File: src/rtl/line_drawer_pkg.sv
// Shared display parameters and line-drawer types, imported by the drawer,
// its caller and the framebuffer.
package line_drawer_pkg;

    localparam int unsigned DispHorActive = 640;
    localparam int unsigned DispVerActive = 480;

    // Coordinate width for a given active resolution.
    function automatic int unsigned coord_width(input int unsigned active);
        return $clog2(active);
    endfunction

    typedef enum logic {
        StIdle = 1'b0,
        StDraw = 1'b1
    } state_e;

endpackage

File: src/rtl/line_drawer.sv
// Bresenham line rasteriser: accepts two endpoints, then streams one pixel per
// accepted handshake until the far endpoint has been emitted.
module line_drawer
    import line_drawer_pkg::*;
#(
    parameter int unsigned HOR_ACTIVE_PIXELS = DispHorActive,
    parameter int unsigned VER_ACTIVE_PIXELS = DispVerActive,
    localparam int unsigned X_WIDTH = coord_width(HOR_ACTIVE_PIXELS),
    localparam int unsigned Y_WIDTH = coord_width(VER_ACTIVE_PIXELS)
) (
    input  logic               clk,
    input  logic               rst,
    input  logic               start,
    output logic               ready,
    input  logic [X_WIDTH-1:0] x1,
    input  logic [X_WIDTH-1:0] x2,
    input  logic [Y_WIDTH-1:0] y1,
    input  logic [Y_WIDTH-1:0] y2,
    output logic [X_WIDTH-1:0] pixel_x,
    output logic [Y_WIDTH-1:0] pixel_y,
    output logic               pixel_valid,
    input  logic               pixel_ready
);

    localparam int unsigned EW = ((X_WIDTH > Y_WIDTH) ? X_WIDTH : Y_WIDTH) + 2;

    state_e                state_q, state_d;
    logic [X_WIDTH-1:0]    x_q, x_d, xe_q, xe_d;
    logic [Y_WIDTH-1:0]    y_q, y_d, ye_q, ye_d;
    logic signed [EW-1:0]  dx_q, dx_d, dy_q, dy_d, err_q, err_d;
    // Direction flags: 1 means step by -1.
    logic                  sx_q, sx_d, sy_q, sy_d;

    logic [EW-1:0]         adx, ady;
    logic signed [EW:0]    e2, dx_w, dy_w;
    logic                  step_x, step_y, at_end;

    always_comb begin
        adx    = (x1 < x2) ? EW'(x2) - EW'(x1) : EW'(x1) - EW'(x2);
        ady    = (y1 < y2) ? EW'(y2) - EW'(y1) : EW'(y1) - EW'(y2);
        e2     = {err_q, 1'b0};
        dx_w   = {dx_q[EW-1], dx_q};
        dy_w   = {dy_q[EW-1], dy_q};
        step_x = (e2 >= dy_w);
        step_y = (e2 <= dx_w);
        at_end = (x_q == xe_q) && (y_q == ye_q);
    end

    always_comb begin
        state_d = state_q;
        x_d     = x_q;
        y_d     = y_q;
        xe_d    = xe_q;
        ye_d    = ye_q;
        dx_d    = dx_q;
        dy_d    = dy_q;
        err_d   = err_q;
        sx_d    = sx_q;
        sy_d    = sy_q;
        unique case (state_q)
            StIdle: begin
                if (start) begin
                    state_d = StDraw;
                    x_d     = x1;
                    y_d     = y1;
                    xe_d    = x2;
                    ye_d    = y2;
                    dx_d    = adx;
                    dy_d    = -ady;
                    err_d   = adx - ady;
                    sx_d    = !(x1 < x2);
                    sy_d    = !(y1 < y2);
                end
            end
            StDraw: begin
                if (pixel_ready) begin
                    if (at_end) begin
                        state_d = StIdle;
                    end else begin
                        // Both updates use the pre-step error term.
                        err_d = err_q + (step_x ? dy_q : '0) + (step_y ? dx_q : '0);
                        if (step_x) x_d = sx_q ? x_q - 1'b1 : x_q + 1'b1;
                        if (step_y) y_d = sy_q ? y_q - 1'b1 : y_q + 1'b1;
                    end
                end
            end
            default: state_d = StIdle;
        endcase
    end

    always_ff @(posedge clk) begin
        if (rst) begin
            state_q <= StIdle;
            x_q     <= '0;
            y_q     <= '0;
            xe_q    <= '0;
            ye_q    <= '0;
            dx_q    <= '0;
            dy_q    <= '0;
            err_q   <= '0;
            sx_q    <= 1'b0;
            sy_q    <= 1'b0;
        end else begin
            state_q <= state_d;
            x_q     <= x_d;
            y_q     <= y_d;
            xe_q    <= xe_d;
            ye_q    <= ye_d;
            dx_q    <= dx_d;
            dy_q    <= dy_d;
            err_q   <= err_d;
            sx_q    <= sx_d;
            sy_q    <= sy_d;
        end
    end

    assign ready       = (state_q == StIdle);
    assign pixel_valid = (state_q == StDraw);
    assign pixel_x     = x_q;
    assign pixel_y     = y_q;

endmodule
File: config.mk
export PLATFORM = sky130hd
export DESIGN_NAME = line_drawer
export DESIGN_NICKNAME = d
export VERILOG_FILES = /design/src/rtl/line_drawer_pkg.sv /design/src/rtl/line_drawer.sv
export SDC_FILE = /design/constraint.sdc
export NUM_CORES = 1
export LEC_CHECK = 0
export BUFFER_PORTS_ARGS = -buffer_cell sky130_fd_sc_hd__buf_4
export CAP_MARGIN = 5
export CELL_PAD_IN_SITES_DETAIL_PLACEMENT = 1
export CELL_PAD_IN_SITES_GLOBAL_PLACEMENT = 2
export CORE_UTILIZATION = 36
export DETAILED_ROUTE_END_ITERATION = 16
export PLACE_DENSITY = 0.86
export SYNTH_ARGS = -nofsm -noshare
export SYNTH_HDL_FRONTEND = slang
export SYNTH_SLANG_ARGS = --single-unit
File: constraint.sdc
create_clock -name clk -period 7 [get_ports clk]
set_input_delay 0.7 -clock clk [delete_from_list [all_inputs] [get_ports clk]]
set_output_delay 0.7 -clock clk [all_outputs]
set_load 0.02 [all_outputs]
# Word level (Yosys, flattened, before mapping)
# Index checks and enable logic that the tools add are counted.
# op_classes
add_sub_neg,12
magnitude_cmp,4
eq_ne,7
n_mux,24
bitwise,1
reduce_logical,7
# ops
cell,count
12-bit two-way mux,7
10-bit two-way mux,5
9-bit two-way mux,5
12-bit adder,2
12-bit case mux with 2 select lines,1
10-bit by 10-bit subtractor with 11-bit output,2
10-bit case mux with 2 select lines,1
9-bit by 9-bit subtractor with 10-bit output,2
9-bit case mux with 2 select lines,1
13-bit by 12-bit >= comparator with 1-bit output,1
13-bit by 12-bit less-or-equal comparator with 1-bit output,1
12-bit negator,1
12-bit subtractor,1
"10-bit by 1-bit adder with 10-bit output, second input constant",1
10-bit equality test,1
10-bit less-than comparator,1
"10-bit by 1-bit subtractor with 10-bit output, second input constant",1
"9-bit by 1-bit adder with 9-bit output, second input constant",1
9-bit equality test,1
9-bit less-than comparator,1
"9-bit by 1-bit subtractor with 9-bit output, second input constant",1
4-bit AND reduction,2
"2-bit != test, second input constant",3
"2-bit by 1-bit != test with 1-bit output, second input constant",2
7 further kinds,10
# word_totals
register_bits,77
output_inout_bits,21

# Depth between registers and ports, before layout
# Gate-level depths: netlist (run 1).
# logic_depth
ltp_word,7
mapped_depth,21

# Least setup slack after synthesis (run 1)
# No wires, ideal clock.
# synth_path
path_kind,input to register
start,input port y1[0]
end,register err_q[10]
t_arrival_ns,4.053
required_ns,6.867
slack_ns,2.814
path_stages,19
n_path_buf,0
cell_sequence,inv_1 -> ha_1 -> inv_1 -> fa_1 -> nand3_1 -> a21oi_2 -> o22ai_4 -> mux2_2 -> a32oi_1 -> xor2_1 -> inv_1 -> ha_1 -> or2_2 -> a21oi_1 -> a21oi_1 -> a31oi_1 -> xnor2_1 -> o21ai_0 -> a21oi_1
# synth_via
elab_chain_cells,5
elab_cells_between_ends,7
cone_classes,add/sub: 3; order compare: 1; mux: 3
# synth_rtl
item,line,source
start: declaration,line_drawer.sv:17,"input logic [Y_WIDTH-1:0] y1,"
9-bit by 9-bit subtractor with 10-bit output / 9-bit less-than comparator (equally long branches),line_drawer.sv:40,ady = (y1 < y2) ? EW'(y2) - EW'(y1) : EW'(y1) - EW'(y2);
12-bit two-way mux *,line_drawer.sv:40,
12-bit subtractor *,line_drawer.sv:70,err_d = adx - ady;
12-bit two-way mux *,line_drawer.sv:62,if (start) begin
12-bit case mux with 2 select lines *,line_drawer.sv:60,unique case (state_q)
end signal: assignment,line_drawer.sv:111,err_q <= err_d;
end: declaration,line_drawer.sv:30,"logic signed [EW-1:0] dx_q, dx_d, dy_q, dy_d, err_q, err_d;"
# Mark *: on every way between the ends. The rest lies on a longest branch, timed or not. The select of a mux whose other input is x is not followed.
# A chain may end at the register's enable or synchronous reset.

# Final worst setup path (run 1)
# layout_path
start,register dx_q[10]
end,register err_q[10]
# layout_via
elab_chain_cells,6
# layout_rtl
item,line,source
start: declaration,line_drawer.sv:30,
start signal: assignment,line_drawer.sv:98,dx_q <= '0;
start signal: assignment,line_drawer.sv:109,dx_q <= dx_d;
13-bit by 12-bit less-or-equal comparator with 1-bit output,line_drawer.sv:45,step_y = (e2 <= dx_w);
12-bit two-way mux *,line_drawer.sv:81,err_d = err_q + (step_x ? dy_q : '0) + (step_y ? dx_q : '0);
12-bit adder *,line_drawer.sv:81,
12-bit two-way mux *,line_drawer.sv:77,if (at_end) begin
12-bit two-way mux *,line_drawer.sv:76,if (pixel_ready) begin
12-bit case mux with 2 select lines *,line_drawer.sv:60,
# Marked as above.

==> impl_metrics.ini, run 1 <==
[cells_and_area]
final_common_cell = inv_1
area_growth_pct = 13.3
diodes = 0
layout_common_cells = inv_1 (108), ha_1 (99), a21oi_1 (93)
drive_above_1_share_pct = 11.5
nets = 1152

[power_and_ir_drop]
p_leak_uw = 0.00392
power_uw = 2220
peakVddDrop_mv = 0.142
powerDensity_nw_per_um2 = 262

[timing]
maxSlewViolCount = 0
period_needed_ns = 4.99
fin_worst_skew_ns = 0.0122
period_share_pct = 71.3
setup_viol_count_final = 0
hold_violations = 0
slew_headroom_pct = 20.9
setup_tns_ns = 0
rsz0062_at_grt = no
worstMarginPinSlew_ns = 1.19
max_freq_mhz = 200

[die]
die_area_sq_um = 21300
core_area_sq_um = 20300
rows = 52
start_util_pct = 36.8
ioPinCount = 63
die_y_microns = 146
die_width_microns = 146

[cts]
clk_latency_ns = 0.35
clock-root-buffer = clkbuf_16
cts.htree.levels = 3
cts_tree = done
cts.sinks = 76
cts_hold_buf = 0
cts_buffer_depth = 2
numCtsBuffers = 9
path_clk_slew_ns = 0.07
ctsResizeCount = 0
post_cts_buffers = 0

[critical_path]
r2r_cells = 18
path_cells = inv_1, ha_1, nand4_1, o41a_1, o211a_1, a31oi_1, and2_1, fa_1, ha_1, a21o_1, a21oi_1, o21bai_1, a2111oi_0, o31ai_1, xnor2_1, nand2_1, o21ai_0, a21oi_1
r2r_end = err_q[10]
required_ns = 7.18
reg2reg_slack_ns = 2.01
cp_slowest_cell = a31oi_1
crit_buf_inv = 1
path_class = flop to flop
start_kind = flop
crit_family = compound AO/OA/AOI/OAI gates
worstPathArrival_ns = 5.17
worst_setup_path_end_kind = flop
r2r-start = dx_q[10]
critPathMaxStageDelay_ns = 0.64
critPathMaxFanout = 12

[global_routing]
grtUsageMet3_pct = 2.34
grt_pass1_vias = 6919
grt_pass1_wl_microns = 36500
antenna_found_initial = 0
grt_busiest_layer = met2
gr-usage-met1_pct = 28.9
overflow = 0
gr-usage-met2_pct = 36.0
grt_start_max_net_pins = 68
grt_usage_pct = 21.5

[yosys]
synth_cells = 952
synth-seq-cells = 76
synth.avg_cell_area_sq_um = 7.85
seq_area_frac_synth_pct = 20.3
syn_area_sq_um = 7480
syn_nets = 1112
yosys_warnings = 0
synth_edf_count = 0
synth.distinct_cells = 75
async_flop_share_pct = 0
synth-main-ff-cell = dfxtp_1

[route]
first_iter_violations = 255
num_vias = 6696
drc = 0
firstDrtPassIters = 4
post_drt_wl_per_cell_microns = 17.7
final_antenna_net_count = 0
vias_per_cell = 5.28
drt-total-wl_microns = 22500

[run]
drv_cap = 0

[hold_path]
hp-class = flop to flop
whs_endpoint = dy_q[1]
min_from = dy_q[1]
hold_path_depth = 2

[placed_design]
place.port_buffers = 62
place_hpwl_microns = 17400
place_congestion = 0.828

[run_status]
status = finished clean
==> cells by family after synthesis <==
kind of cell	count (synthesis)	share of synthesized area [%]
and+or+nand+nor	262	16.8
DFF	76	20.3
muxes	22	3.05
adders and majority gates	118	21.7
xor gates and xnor gates	63	8.07
buffers and inverters	147	7.58
AOI/OAI and AO/OA	264	22.5
==> layout make-up <==
class	count	area (sq um)
Clock buffer	11	243
Clock inverter	5	58.8
Fill cell	2544	11800
Inverter	109	409
Multi-Input combinational cell	729	5400
Sequential cell	76	1520
Tap cell	270	338
Timing Repair Buffer	67	503
==> power breakdown <==
| group | leakage (uW) | switching [uW] | internal [uW] |
|---|---|---|---|
| clock | 0.000142 | 201 | 287 |
| sequential | 0.000628 | 69.7 | 490 |
| combinational | 0.00315 | 693 | 482 |
==> through the flow <==
| step | area (sq um) | setup slack [ns] | hold slack [ns] | instances | utilization (%) |
|---|---|---|---|---|---|
| 2_1_floorplan | 7480 | 2.81 | 0.436 | 952 | - |
| 5_1_grt | 8470 | 1.43 | 0.496 | 1267 | 41.7 |
| 3_3_place_gp | 8170 | 2.07 | 0.445 | 1251 | 40.2 |
| 6_report | 8470 | 2.01 | 0.456 | 1267 | 41.7 |
| 4_1_cts | 8470 | 1.95 | 0.460 | 1267 | 41.7 |
| 3_5_place_dp | 8170 | 1.96 | 0.452 | 1251 | 40.2 |
==> worst max path at each step <==
stage	start	end	slack, ns	cells after the start
floorplan	y1[0]	err_q[10]	2.81	19
global placement	err_q[5]	err_q[10]	2.07	17
detailed placement	dx_q[10]	err_q[11]	1.96	19
CTS	dx_q[10]	err_q[11]	1.95	19
global route	dx_q[10]	err_q[10]	1.43	18
finish	dx_q[10]	err_q[10]	2.01	18
==> layer usage <==
metal,vias to the layer above,wire [microns]
met4,0,558
met2,94,10400
met5,-,0
li1,3375,-
met1,3198,11100
met3,29,487
==> cell usage after synthesis (4+ instances only) <==
cell | count | share of area [%]
o21bai_1 | 5 | 0.50
xnor2_1 | 28 | 3.3
nor3_1 | 11 | 0.74
nand3_1 | 12 | 0.80
o21ai_0 | 48 | 3.2
and2_1 | 11 | 0.92
mux2i_1 | 18 | 2.4
ha_1 | 99 | 17
nand4_1 | 9 | 0.75
nand2_1 | 88 | 4.4
a31oi_1 | 13 | 1.1
a211oi_1 | 25 | 2.5
o211ai_1 | 5 | 0.50
xor2_1 | 29 | 3.4
buf_1 | 4 | 0.20
a21o_1 | 19 | 1.9
nor2b_1 | 14 | 1.2
o21a_1 | 6 | 0.60
a2111oi_0 | 4 | 0.47
inv_1 | 108 | 5.4
nor4_1 | 6 | 0.50
nand3b_1 | 6 | 0.60
a311oi_1 | 6 | 0.70
dfxtp_1 | 76 | 20
clkbuf_1 | 27 | 1.4
fa_1 | 19 | 5.1
a21boi_0 | 4 | 0.40
or2_2 | 5 | 0.42
a21oi_1 | 93 | 6.2
buf_2 | 5 | 0.33
nor2_1 | 76 | 3.8
nand2b_1 | 6 | 0.50
==> registers in the layout (all words and copies together) (netlist names) <==
name / flops
dx_q: 11
dy_q: 12
err_q: 12
pixel_valid: 1
pixel_x: 10
pixel_y: 9
sx_q: 1
sy_q: 1
xe_q: 10
ye_q: 9
==> tightest hold or removal path, stage by stage, from the launching register on <==
cell and delay, ns:
dfxtp_1 0.31, nand2_1 0.05, a21oi_1 0.05
(Power assumes the default switching activity.)
==> inputs of run 2 (changes only) <==
CORE_UTILIZATION = 33   (was 36)
PLACE_DENSITY = 0.83   (was 0.86)
clock period = 4.25 ns   (was 7 ns; I/O delays follow)
==> run 2 against run 1 <==
  * First-iteration DRC count is 21% higher
  * Maximum frequency is 24% higher
  * Setup slack worse by 1.8 ns
  * Critical path depth is 1 higher
  * Clock-buffer cell count is 2 lower
  * Register-to-register slack worse by 1.8 ns
  * Sequential cell count stayed put
  * Cell count is 5.8% higher
  * Wire length is 5.2% higher
  * Via count is 3.7% higher
  * Die area is 9.0% higher
  * Critical path type unchanged
  * Highest routed layer unchanged
==> impl_metrics.ini, run 2 (synthesis gave the netlist of run 1 again) <==
[timing]
maxSlewViolCount = 0
setup_viol_count_final = 0
setup_slack_ns = 0.220
fin_worst_skew_ns = 0.00936
holdWs_ns = 0.345
period_needed_ns = 4.03
hold_violations = 0
max_freq_mhz = 248
slew_headroom_pct = 25.3
period_share_pct = 94.8
worstMarginPinSlew_ns = 1.12

[route]
vias_per_cell = 5.18
firstDrtPassIters = 6
final_antenna_net_count = 0
drc = 0
drt-total-wl_microns = 23700
num_vias = 6947
post_drt_wl_per_cell_microns = 17.7
first_iter_violations = 309

[run_status]
status = finished clean

[global_routing]
grt_usage_pct = 20.8
grt_start_max_net_pins = 49
antenna_found_initial = 0
grt_pass1_vias = 7252
overflow = 0
grt_pass1_wl_microns = 38300

[critical_path]
worstPathArrival_ns = 4.21
critPathMaxFanout = 4
start_kind = flop
crit_buf_inv = 2
required_ns = 4.43
critPathMaxStageDelay_ns = 0.43
path_cells = inv_2, ha_4, nand4_1, o41a_1, o211a_1, a31oi_4, and2_4, fa_1, ha_1, a21o_1, a21oi_2, o21bai_2, a2111oi_2, buf_4, o31ai_1, xnor2_1, nand2_1, o21ai_1, a21oi_1
worst_setup_path_end_kind = flop
cp_slowest_cell = fa_1
path_class = flop to flop
crit_family = compound AO/OA/AOI/OAI gates

[cells_and_area]
layout_common_cells = buf_4 (127), inv_1 (105), ha_1 (93)
nets = 1215
final_util_pct = 41.5
ff_latch_area_sq_um = 1530
diodes = 0
stdcell_count = 1340
top_regs = dy_q (12), err_q (12), dx_q (11)
multiInputGateArea_sq_um = 5550
drive_above_1_share_pct = 19.4
area_growth_pct = 22.3
fillers = 2678
final_common_cell = buf_4

[placed_design]
place_hpwl_microns = 18900
place.port_buffers = 62
pre_cts_ws_ns = -0.212
place_congestion = 0.854
dp.cells = 1321

[cts]
clock-root-buffer = clkbuf_16
path_clk_slew_ns = 0.07
cts_tree = done
numCtsBuffers = 9
cts.sinks = 76
cts.htree.levels = 3
clk_latency_ns = 0.34
cts_buffer_depth = 2

[run]
drv_cap = 0

[power_and_ir_drop]
peakVddDrop_mv = 0.203
p_leak_uw = 0.00428
powerDensity_nw_per_um2 = 446

[die]
core_area_sq_um = 22000
die_area_sq_um = 23300
start_util_pct = 33.9
die_y_microns = 153
ioPinCount = 63
die_width_microns = 153
rows = 54

[hold_path]
hp-class = input pin to flop
run 2: layer usage:
metal  global-route usage, %  up-vias  share of wire (%)
met5                       0        -                  0
met4                    6.11        0                2.0
met3                    2.53       21                2.5
met2                    34.5       83                 46
met1                    28.3     3347                 49
li1                        -     3496                  -
run 2: what timing repair did:
item,in CTS,in global routing
setup buffers,0,3
endpoints found under the setup margin,4,6
pin swaps,2,18
endpoints found under the hold margin,0,0
hold buffers,0,0
cloned,0,0
gates resized for setup,10,31
run 2: cell type report:
class                      instances  share of cell area, %
multi-input combinational        729                   60.7
clock inverter                     7                   1.08
timing repair buffer             130                   10.8
sequential                        76                   16.7
clock buffer                       9                   2.46
tap                              280                   3.83
inverter                         109                   4.47
run 2: per-stage QoR:
stage	instance area, sq um	power (uW)	TNS [ns]
global placement	8640	3030	-0.240
global route	9150	4390	-0.0647
floorplan	7480	2320	0
finish	9150	4080	0
CTS	9000	4000	0
detailed placement	8640	3090	-0.718
run 2: path summary, 6_finish.rpt:
path / depth (start not counted) / end / startpoint / slack, ns
worst min register to register: 2 / dy_q[1] / dy_q[1] / 0.46
worst min-delay path: 3 / ye_q[0] / y2[0] / 0.35
worst max register to register: 19 / err_q[10] / dx_q[10] / 0.22
worst max-delay path: 19 / err_q[10] / dx_q[10] / 0.22
run 2: tightest hold or removal path, delay by kind of cell:
| kind | cells | cell delay, ns |
|---|---|---|
| buffers and inverters | 1 | 0.12 |
| and+or+nand+nor | 1 | 0.05 |
| AOI/OAI and AO/OA | 1 | 0.05 |
run 2: power breakdown:
group / total, uW / switching, uW / internal [uW]
clock network: 852 / 333 / 519
registers: 905 / 97.1 / 808
logic: 2320 / 1280 / 1040
==> inputs of run 3 (changes only) <==
RECOVER_POWER = 25   (was default)
==> run 3 against run 2 <==
  * Clock power is essentially flat
  * Cell count did not move
  * Die area is the same
  * Cell area fell by 0.81%
  * Via count barely moved
  * Clock-buffer cell count did not move
  * Sequential power about the same
  * Worst hold slack is essentially flat
  * First-iteration DRC count grew 2.3%
  * Largest cell class unchanged
==> impl_metrics.ini, run 3 (synthesis gave the netlist of run 1 again) <==
[placed_design]
place.port_buffers = 62
place_congestion = 0.854
dp.cells = 1321
place_hpwl_microns = 18900

[cts]
cts.htree.levels = 3
path_clk_slew_ns = 0.07
clock-root-buffer = clkbuf_16
cts.sinks = 76
numCtsBuffers = 9
cts_hold_buf = 0
cts_buffer_depth = 2
cts_tree = done
clk_latency_ns = 0.34

[power_and_ir_drop]
powerDensity_nw_per_um2 = 447
clock_power_share_pct = 21.0
netSwitchingFraction_pct = 42.3
p_switching_uw = 1710
p_int_uw = 2340
peakVddDrop_mv = 0.203
pwr-share-seq_pct = 22.3
p_comb_share_pct = 56.6
p_leak_uw = 0.00420

[route]
final_antenna_net_count = 0
post_drt_wl_per_cell_microns = 17.6
firstDrtPassIters = 6
num_vias = 6942
drt-met1-wl_microns = 11700
highest_layer = met4
first_iter_violations = 316
drt-total-wl_microns = 23600
dr_wl_met2_microns = 10900
vias_per_cell = 5.18
drc = 0
met3_length_microns = 569

[cells_and_area]
nets = 1215
diodes = 0
area_growth_pct = 21.3
stdcell_count = 1340
layout_common_cells = buf_4 (108), inv_1 (106), ha_1 (93)
ff_latch_area_sq_um = 1530
final_common_cell = buf_4
multiInputGateArea_sq_um = 5540
top_regs = dy_q (12), err_q (12), dx_q (11)
drive_above_1_share_pct = 17.5
fillers = 2683

[run_status]
status = finished clean

[critical_path]
worst_setup_path_end_kind = flop
r2r-start = dx_q[10]
critPathLaunch = dx_q[10]
critPathMaxFanout = 4
path_class = flop to flop
start_kind = flop
required_ns = 4.43
worstPathArrival_ns = 4.21

[die]
start_util_pct = 33.9
ioPinCount = 63
die_width_microns = 153
core_area_sq_um = 22000
rows = 54
die_area_sq_um = 23300
die_y_microns = 153

[timing]
maxSlewViolCount = 0
setup_viol_count_final = 0
period_share_pct = 94.8
slew_headroom_pct = 25.4
hold_violations = 0
max_freq_mhz = 248
fin_worst_skew_ns = 0.00936
setup_tns_ns = 0
worstMarginPinSlew_ns = 1.12
period_needed_ns = 4.03

[hold_path]
hp-class = input pin to flop
min_from = y2[0]

[global_routing]
overflow = 0
grt_pass1_wl_microns = 38300
antenna_found_initial = 0
grt_start_max_net_pins = 49
grt_usage_pct = 20.8
grt_pass1_vias = 7252

[run]
drv_cap = 0
[run 3: changes by cell type in the layout (fill, tap and decap cells not counted)]
cell      before  now
buf_4        127  108
clkbuf_1       0   19
inv_1        105  106
inv_2          4    3
nand2_1       86   87
nand2_2        2    1
[run 3: worst paths after layout]
| kind | to | slack, ns | depth (start not counted) |
|---|---|---|---|
| setup / recovery | err_q[10] | 0.22 | 19 |
| hold / removal | ye_q[0] | 0.35 | 3 |
| setup reg to reg | err_q[10] | 0.22 | 19 |
| hold reg to reg | dy_q[1] | 0.46 | 2 |
[run 3: per-layer routing]
layer / track usage [%] / vias up
met5: 0 / -
met1: 28.3 / 3342
li1: - / 3496
met2: 34.5 / 83
met4: 6.11 / 0
met3: 2.53 / 21
[run 3: power by group through the flow]
stage	sequential [uW]	clock (uW)	combinational, uW
global placement	914	0	2120
finish	904	852	2290
global route	919	909	2540
floorplan	937	0	1380
CTS	902	873	2220
detailed placement	917	0	2170
[run 3: final cells by class]
cell class                      instances  area share [%]
Multi-Input combinational cell        729            61.1
Sequential cell                        76            16.8
Timing Repair Buffer                  130            10.1
Inverter                              109            4.51
Tap cell                              280            3.86
Clock buffer                            9            2.48
Clock inverter                          7            1.09
[run 3: through the flow]
step	setup slack [ns]	area, sq um	hold slack (ns)	total power, uW	utilization [%]
floorplan	0.0696	7480	0.436	2320	-
detailed placement	-0.212	8640	0.460	3090	39.2
global placement	-0.0735	8640	0.450	3030	39.2
finish	0.220	9070	0.345	4050	41.2
CTS	0.00822	9000	0.335	4000	40.9
global route	-0.0318	9070	0.344	4370	41.2
[run 3: timing repair]
action / 4_1_cts / 5_1_grt
buffers inserted: 0 / 3
pin swaps: 2 / 18
setup endpoints to repair: 4 / 6
resized for setup: 10 / 31
[run 3: critical path, cell delays in order (launching register included)]
cell and delay [ns]:
dfxtp_2 0.33, inv_2 0.07, ha_4 0.27, nand4_1 0.12, o41a_1 0.42, o211a_1 0.15, a31oi_4 0.20, and2_4 0.19
fa_1 0.43, ha_1 0.30, a21o_1 0.18, a21oi_2 0.16, o21bai_2 0.10, a2111oi_2 0.31, buf_4 0.17, o31ai_1 0.08
xnor2_1 0.15, nand2_1 0.07, o21ai_1 0.10, a21oi_1 0.08
